## src/rtl/pulse_merger.sv

```systemverilog
// pulse_merger
//   Merges two pulse sources into one pulse stream that drives a downstream
//   T flip-flop. Consecutive output pulses are at least SEP_CYCLES clocks apart.
//   Pulses that arrive too early wait in a saturating pending counter. Pulses
//   beyond PEND_MAX are dropped, counted and flagged.
//
//   Handshake: this block has no valid/ready pair. Each 0->1 sample of in_a or
//   in_b is one event. Each event is either issued on out (one cycle high),
//   held in pend, or counted in drop_cnt. It is never back-pressured.
//
// Ports
//   clk       rising-edge clock
//   sep_clr   asynchronous active-high reset
//   in_a      pulse source A (synchronous level, rising sample = event)
//   in_b      pulse source B (same rules as in_a)
//   out       merged pulse, one cycle high per issued pulse
//   busy      high while in the separation gap or while pulses are pending
//   pend      number of pulses currently queued
//   overflow  sticky, set when any event is dropped
//   drop_cnt  dropped events, saturating at 255
module pulse_merger #(
    parameter int SEP_CYCLES = 10,
    parameter int PEND_MAX   = 7,
    localparam int PW        = $clog2(PEND_MAX + 1),
    localparam int GW        = $clog2(SEP_CYCLES)
) (
    input  logic          clk,
    input  logic          sep_clr,
    input  logic          in_a,
    input  logic          in_b,
    output logic          out,
    output logic          busy,
    output logic [PW-1:0] pend,
    output logic          overflow,
    output logic [7:0]    drop_cnt
);

    typedef enum logic {
        IDLE = 1'b0,
        GAP  = 1'b1
    } state_t;

    localparam logic [PW+1:0] PMAX     = (PW + 2)'(PEND_MAX);
    localparam logic [GW-1:0] GAP_LOAD = GW'(SEP_CYCLES - 1);

    // Kept as a named register so checkers can bind to the FSM state.
    state_t        state;
    logic [GW-1:0] gap_cnt;
    logic          prev_a;
    logic          prev_b;

    logic          ev_a;
    logic          ev_b;
    logic [1:0]    ev;
    logic          can_fire;
    logic [PW+1:0] avail;
    logic          fire;
    logic [PW+1:0] total;
    logic          clamp;
    logic [PW+1:0] excess;
    logic [8:0]    drop_sum;
    logic [7:0]    drop_next;

    always_comb begin
        ev_a      = in_a & ~prev_a;
        ev_b      = in_b & ~prev_b;
        ev        = {1'b0, ev_a} + {1'b0, ev_b};
        // A GAP with an expired counter behaves exactly like IDLE.
        can_fire  = (state == IDLE) || (gap_cnt == '0);
        avail     = {2'b00, pend} + {{PW{1'b0}}, ev};
        fire      = can_fire && (avail != '0);
        // The fire is subtracted before the capacity clamp.
        total     = avail - {{(PW+1){1'b0}}, fire};
        clamp     = (total > PMAX);
        excess    = clamp ? (total - PMAX) : '0;
        // At most two events arrive per edge, so the excess fits in 2 bits.
        drop_sum  = {1'b0, drop_cnt} + {7'b0, excess[1:0]};
        drop_next = drop_sum[8] ? 8'hff : drop_sum[7:0];
    end

    always_ff @(posedge clk or posedge sep_clr) begin
        if (sep_clr) begin
            state    <= IDLE;
            gap_cnt  <= '0;
            out      <= 1'b0;
            pend     <= '0;
            overflow <= 1'b0;
            drop_cnt <= '0;
            // Reset high so an input held high through release is not an event.
            prev_a   <= 1'b1;
            prev_b   <= 1'b1;
        end else begin
            prev_a <= in_a;
            prev_b <= in_b;

            if (state == GAP && gap_cnt != '0) begin
                gap_cnt <= gap_cnt - 1'b1;
                out     <= 1'b0;
            end else if (fire) begin
                out     <= 1'b1;
                gap_cnt <= GAP_LOAD;
                state   <= GAP;
            end else begin
                out   <= 1'b0;
                state <= IDLE;
            end

            if (clamp) begin
                pend     <= PMAX[PW-1:0];
                overflow <= 1'b1;
                drop_cnt <= drop_next;
            end else begin
                pend <= total[PW-1:0];
            end
        end
    end

    assign busy = (state == GAP) || (pend != '0);

endmodule

```

## config.mk

```make
export PLATFORM = sky130hd
export DESIGN_NAME = pulse_merger
export DESIGN_NICKNAME = d
export VERILOG_FILES = /design/src/rtl/pulse_merger.sv
export SDC_FILE = /design/constraint.sdc
export NUM_CORES = 1
export LEC_CHECK = 0
export ABC_AREA = 1
export CELL_PAD_IN_SITES_DETAIL_PLACEMENT = 2
export CELL_PAD_IN_SITES_GLOBAL_PLACEMENT = 2
export CORE_AREA = 10 10 73 75
export CTS_CLUSTER_SIZE = 8
export DETAILED_ROUTE_END_ITERATION = 8
export DIE_AREA = 0 0 83 85
export GPL_TIMING_DRIVEN = 0
export PLACE_DENSITY = 0.88
export SLEW_MARGIN = 0
export SYNTH_ARGS = -nofsm -noshare
export SYNTH_HDL_FRONTEND = slang
export SYNTH_SLANG_ARGS = --single-unit
```

## constraint.sdc

```tcl
create_clock -name clk -period 8.4 [get_ports clk]
set_input_delay 2.1 -clock clk [delete_from_list [all_inputs] [get_ports clk]]
set_output_delay 2.1 -clock clk [all_outputs]
set_load 0.02 [all_outputs]
```

After elaboration in Yosys (flattened, before gate mapping)
Cells that the tools add are included.
{"block": "word_totals", "register_bits": 20, "input_bits": 4, "out_inout_bits": 14, "elab_cells": 36}
{"block": "op_classes", "n_addsub": 6, "order_cmp": 1, "n_mux": 7, "bitwise": 5, "reduce_logical": 9}
{"op": "adder 8 x 2 -> 9 bit", "count": 1}
{"op": "2-to-1 mux 4 bit", "count": 2}
{"op": "2-to-1 mux 8 bit", "count": 1}
{"op": "greater-than comparator 5 x 3 -> 1 bit, second input constant", "count": 1}
{"op": "nonzero test 5 bit", "count": 1}
{"op": "subtractor 4 x 1 -> 5 bit", "count": 1}
{"op": "adder 3 x 2 -> 4 bit", "count": 1}
{"op": "zero test 4 bit", "count": 1}
{"op": "nonzero test 4 bit", "count": 1}
{"op": "subtractor 4 x 1 -> 4 bit, second input constant", "count": 1}
{"op": "2-to-1 mux 3 bit", "count": 1}
{"op": "inverter 1 bit", "count": 3}
{"op": "nonzero test 3 bit", "count": 1}
{"op": "adder 1 x 1 -> 2 bit", "count": 1}
{"op": "AND 1 bit", "count": 2}
{"op": "logical AND 1 bit", "count": 2}
{"op": "logical OR 1 bit", "count": 2}
{"op": "2-to-1 mux 1 bit", "count": 2}
{"op": "2-to-1 mux 2 bit", "count": 1}
{"op": "nonzero test 2 bit", "count": 1}
{"op": "subtractor 2 bit, second input constant", "count": 1}

Depth between registers and ports, before layout
{"block": "logic_depth", "word_depth": 11, "mapped_depth": 29, "ltp_nobuf": 29}

Worst setup path after synthesis
OpenSTA, ideal clock, no wires.
{"block": "synth_path", "kind": "input-to-reg", "start": "input port in_a", "end": "register drop_cnt[7]", "setup_time_ns": 0.066, "arrival_ns": 5.870, "t_required_ns": 8.334, "setup_slack_ns": 2.463, "stages": 27, "path_buffers": 0, "path_cell_list": "nand2_1 > fa_1 > inv_1 > ha_1 > inv_1 > nand2_1 > a21oi_1 > nand2_1 > nand2_1 > inv_1 > ha_1 > ha_1 > inv_1 > ha_1 > nor3_1 > nand3_4 > nand3_4 > inv_4 > nor2_2 > ha_1 > inv_1 > fa_1 > nor2_4 > nand4_2 > nand3_1 > nand2_1 > nand2_1"}
{"block": "synth_via", "elab_chain_len": 10, "elab_cells_between_ends": 11, "classes_between": "add/sub: 5; order compare: 1; mux: 2; bitwise: 1; reduce/logical: 2"}
{"element": "from (decl)", "line": "29", "rtl": "input logic in_a,"}
{"element": "AND 1 bit *", "line": "65", "rtl": "ev_a = in_a & ~prev_a;"}
{"element": "adder 1 x 1 -> 2 bit *", "line": "67", "rtl": "ev = {1'b0, ev_a} + {1'b0, ev_b};"}
{"element": "adder 3 x 2 -> 4 bit *", "line": "70", "rtl": "avail = {2'b00, pend} + {{PW{1'b0}}, ev};"}
{"element": "nonzero test 5 bit *", "line": "71", "rtl": "fire = can_fire && (avail != '0);"}
{"element": "logical AND 1 bit *", "line": "71"}
{"element": "via fire", "line": "57", "rtl": "logic fire;"}
{"element": "subtractor 4 x 1 -> 5 bit *", "line": "73", "rtl": "total = avail - {{(PW+1){1'b0}}, fire};"}
{"element": "greater-than comparator 5 x 3 -> 1 bit / subtractor 2 bit (equally long branches)", "line": "74, 75"}
{"element": "2-to-1 mux 2 bit", "line": "75", "rtl": "excess = clamp ? (total - PMAX) : '0;"}
{"element": "adder 8 x 2 -> 9 bit", "line": "77", "rtl": "drop_sum = {1'b0, drop_cnt} + {7'b0, excess[1:0]};"}
{"element": "2-to-1 mux 8 bit", "line": "78", "rtl": "drop_next = drop_sum[8] ? 8'hff : drop_sum[7:0];"}
{"element": "to (signal assigned)", "line": "111", "rtl": "drop_cnt <= drop_next;"}
{"element": "to (decl)", "line": "35", "rtl": "output logic [7:0] drop_cnt"}
Mark *: on every way through the listed nets, which the timed path passes. The rest lies on a longest branch.
A chain may end at the register's enable or synchronous reset.

Worst setup path after layout
Same ends and word-level chain as after synthesis.

==> flow_summary_export.csv <==
group,metric,value,unit
power_and_ir_drop,p_per_area,348,mW/mm2
die,dieArea,0.00706,mm2
sta,holdWs,0.491,ns
global_route,antenna_found_initial,0,
yosys,ys_async_sr_fraction,100,%
drt,drc,0,
final_layout,post-route-util,40.8,%
global_route,grt_max_degree,21,
final_layout,drive_gt1_share,12.1,%
global_route,gr-total-overflow,0,
critical_path,setup.worst_path.class,"in2reg",
clocking,cts_buffer_depth,2,
final_layout,num_antenna_cells,0,
drt,top_layer,"met4",
run_status,status,"finished, final reports clean",
clocking,root_buffer,"clkbuf_8",
drt,first_pass_iters,4,
clocking,cts_buffers,3,
critical_path,reg2reg_from,"prev_a",
clocking,htree_levels,1,
clocking,insertion_delay,0.27,ns
sta,period_needed,6.90,ns
yosys,yosysTopAreaCellShare,34.8,%
clocking,post_cts_buffers,0,
sta,skew,0.0111,ns
sta,hold_viol,0,
die,io_pins,18,
yosys,synth_area_per_cell,8.04,um2
critical_path,r2r-end,"drop_cnt[7]",
placement,dpl-instance-area,0.00153,mm2
die,start_util,33.1,%
sta,max_slew_margin,45.2,%
power_and_ir_drop,total_power,557,uW
yosys,synth_edf_count,0,
clocking,cts_sinks,20,
global_route,grt_usage,10.9,%
critical_path,r2r_setup_slack,3.46,ns
die,rows,23,
yosys,synth_top_family_by_area,"simple AND/OR/NAND/NOR gates",
final_layout,syn_to_final_growth,23.5,%
global_route,grt_pass1_vias,1380,
sta,worst_pin_slew,0.821,ns
drt,ant_nets,0,
min_path,min-delay-start,"gap_cnt[0]",
yosys,synth_compound_area_share,2.13,%
sta,setup_viol,0,
yosys,synth.area.top_cells,"dfrtp_1 (35%), nand2_1 (15%), ha_1 (7.7%)",
global_route,grt_pass1_wl,6640,um
sta,min_period_over_period,82.1,%
final_layout,layout.nets,197,
final_layout,final_area,0.00160,mm2
min_path,hold_class,"reg2reg",
placement,gp_congestion,0.726,
yosys,synth_area_leader_cell,"dfrtp_1",
yosys,syn_nets,175,
critical_path,cp.arrival,7.11,ns
critical_path,start_kind,"primary input",
yosys,synthMuxAreaShare,0,%
drt,route.met2.wl,2040,um
sta,slew_viol_final,0,
placement,place_hpwl,2950,um
drt,wl_per_cell,16.3,um
sta,rsz0062_at_grt,"false",
die,die_h,85,um
die,die_w,83,um
drt,viasPerCell,5.01,
clocking,cts_tree,"done",
drt,wl,3780,um
critical_path,cp-end-kind,"register",
yosys,synth-xor-area-share,1.35,%
yosys,yosysSeqAreaShare,38.9,%
drt,wl_met3,133,um
clocking,path_clk_slew,0.09,ns
clocking,ctsHoldBuffers,0,
yosys,yosysWarnings,0,
drt,wl_met1,1590,um
min_path,hold_depth,2,
yosys,synthAdderAreaFrac,10.8,%
min_path,min_to,"gap_cnt[0]",
yosys,synthFlopType,"dfrtp_1",
clocking,ctsResizeCount,0,
sta,fmax,0.145,GHz
power_and_ir_drop,static-leakage-power,0.000811,uW
die,core_area,0.00391,mm2
yosys,syn_area,0.00129,mm2
final_layout,fillers,472,
critical_path,required,8.61,ns
critical_path,r2r_cells,28,
placement,io_buffers,17,
yosys,synth_cells,161,
power_and_ir_drop,ir_worst_vdd,0.110,mV
yosys,yosysUniqueCellTypes,26,
job,drv_cap,0,
drt,num_vias,1162,
drt,drtIter0Drc,25,
critical_path,cp_max_fo,10,
yosys,synth-simple-area-share,38.5,%
sta,setup_tns,0,ns
yosys,ys_seq_elements,20,
## stage by stage
step / setup WS [ns] / std cells
CTS: 1.40 / 232
finish: 1.50 / 232
floorplan: 2.46 / 161
detailed placement: 1.15 / 228
global placement: 1.45 / 228
global route: 1.02 / 232
## metal layers
layer / up-vias / track usage [%]
met4: 0 / 2.17
met2: 13 / 21.3
met5: - / 0
li1: 556 / -
met1: 591 / 11.3
met3: 2 / 2.87
## registers in the layout (all words and copies together), names as in the netlist
signal    flops
pend          3
out           1
overflow      1
state         1
drop_cnt      8
gap_cnt       4
prev_a        1
prev_b        1
## synthesized netlist by cell type, types with 2 or more instances
cell	instances
nand2_2	4
ha_1	8
o22ai_1	2
fa_1	2
inv_1	26
nand3_2	2
nand2_4	2
dfstp_2	2
nand2_1	52
o21ai_0	2
nand3b_1	2
dfrtp_1	18
nand3_1	14
nand4_1	8
nor2_1	5
nand3_4	2
## area by class of cell
class	instances	area [um2]	area share, %
sequential	20	503	31.5
clock buffer	3	41.3	2.58
tap	50	62.6	3.92
multi-input combinational	113	683	42.8
clock inverter	1	30.0	1.88
timing repair buffer	17	170	10.6
inverter	28	108	6.73
## where the power goes
| part | internal, uW | switching, uW | leakage, uW | total [uW] |
|---|---|---|---|---|
| clock network | 63.7 | 37.6 | 0.0000357 | 101 |
| registers | 124 | 20.5 | 0.000241 | 144 |
| logic | 115 | 196 | 0.000534 | 311 |
| total | 302 | 254 | 0.000811 | 557 |
## critical path, cell delays in order
cell and delay (ns):
clkdlybuf4s50_1 0.50, nand2_1 0.09, fa_1 0.38, inv_1 0.08, ha_1 0.24, inv_1 0.08
nand2_1 0.06, a21oi_1 0.20, nand2_1 0.09, nand2_1 0.09, inv_1 0.06, ha_1 0.22
ha_1 0.32, inv_1 0.05, ha_1 0.17, nor3_1 0.34, nand3_4 0.21, nand3_4 0.20
inv_4 0.07, nor2_2 0.08, ha_1 0.20, inv_1 0.07, fa_1 0.46, nor2_4 0.19
nand4_2 0.25, nand3_1 0.18, nand2_1 0.06, nand2_1 0.06
## cell families after synthesis
| logic type | count (synthesis) |
|---|---|
| xor gates and xnor gates | 2 |
| adders and majority gates | 10 |
| and+or+nand+nor | 96 |
| AOI/OAI and AO/OA | 5 |
| buffers and inverters | 28 |
| DFF | 20 |
## cells in the final DEF, fill, tap and decap left out
cell             count
nand2_1             52
inv_1               26
dfrtp_1             18
clkdlybuf4s50_1     17
nand3_1             14
nand4_1              8
ha_1                 8
nor2_1               5
nand2_2              4
clkbuf_8             3
nand2_4              2
nand3_2              2
nand3_4              2
o22ai_1              2
o21ai_0              2
nand3b_1             2
fa_1                 2
dfstp_2              2
inv_2                1
nand3b_2             1
nor3_1               1
nor2_4               1
nand4_2              1
inv_4                1
a21oi_1              1
xnor2_1              1
nor2_2               1
xor2_1               1
bufinv_16            1
## how the worst max path moves through the flow
stage | start | to | slack (ns) | cells past startpoint
finish | in_a | drop_cnt[7] | 1.50 | 28
detailed placement | in_a | drop_cnt[7] | 1.15 | 28
global placement | in_a | drop_cnt[7] | 1.45 | 28
CTS | in_a | drop_cnt[7] | 1.40 | 28
global route | in_a | drop_cnt[7] | 1.02 | 28
floorplan | in_a | drop_cnt[7] | 2.46 | 27
Note: power is estimated with default switching activity, not from simulation.
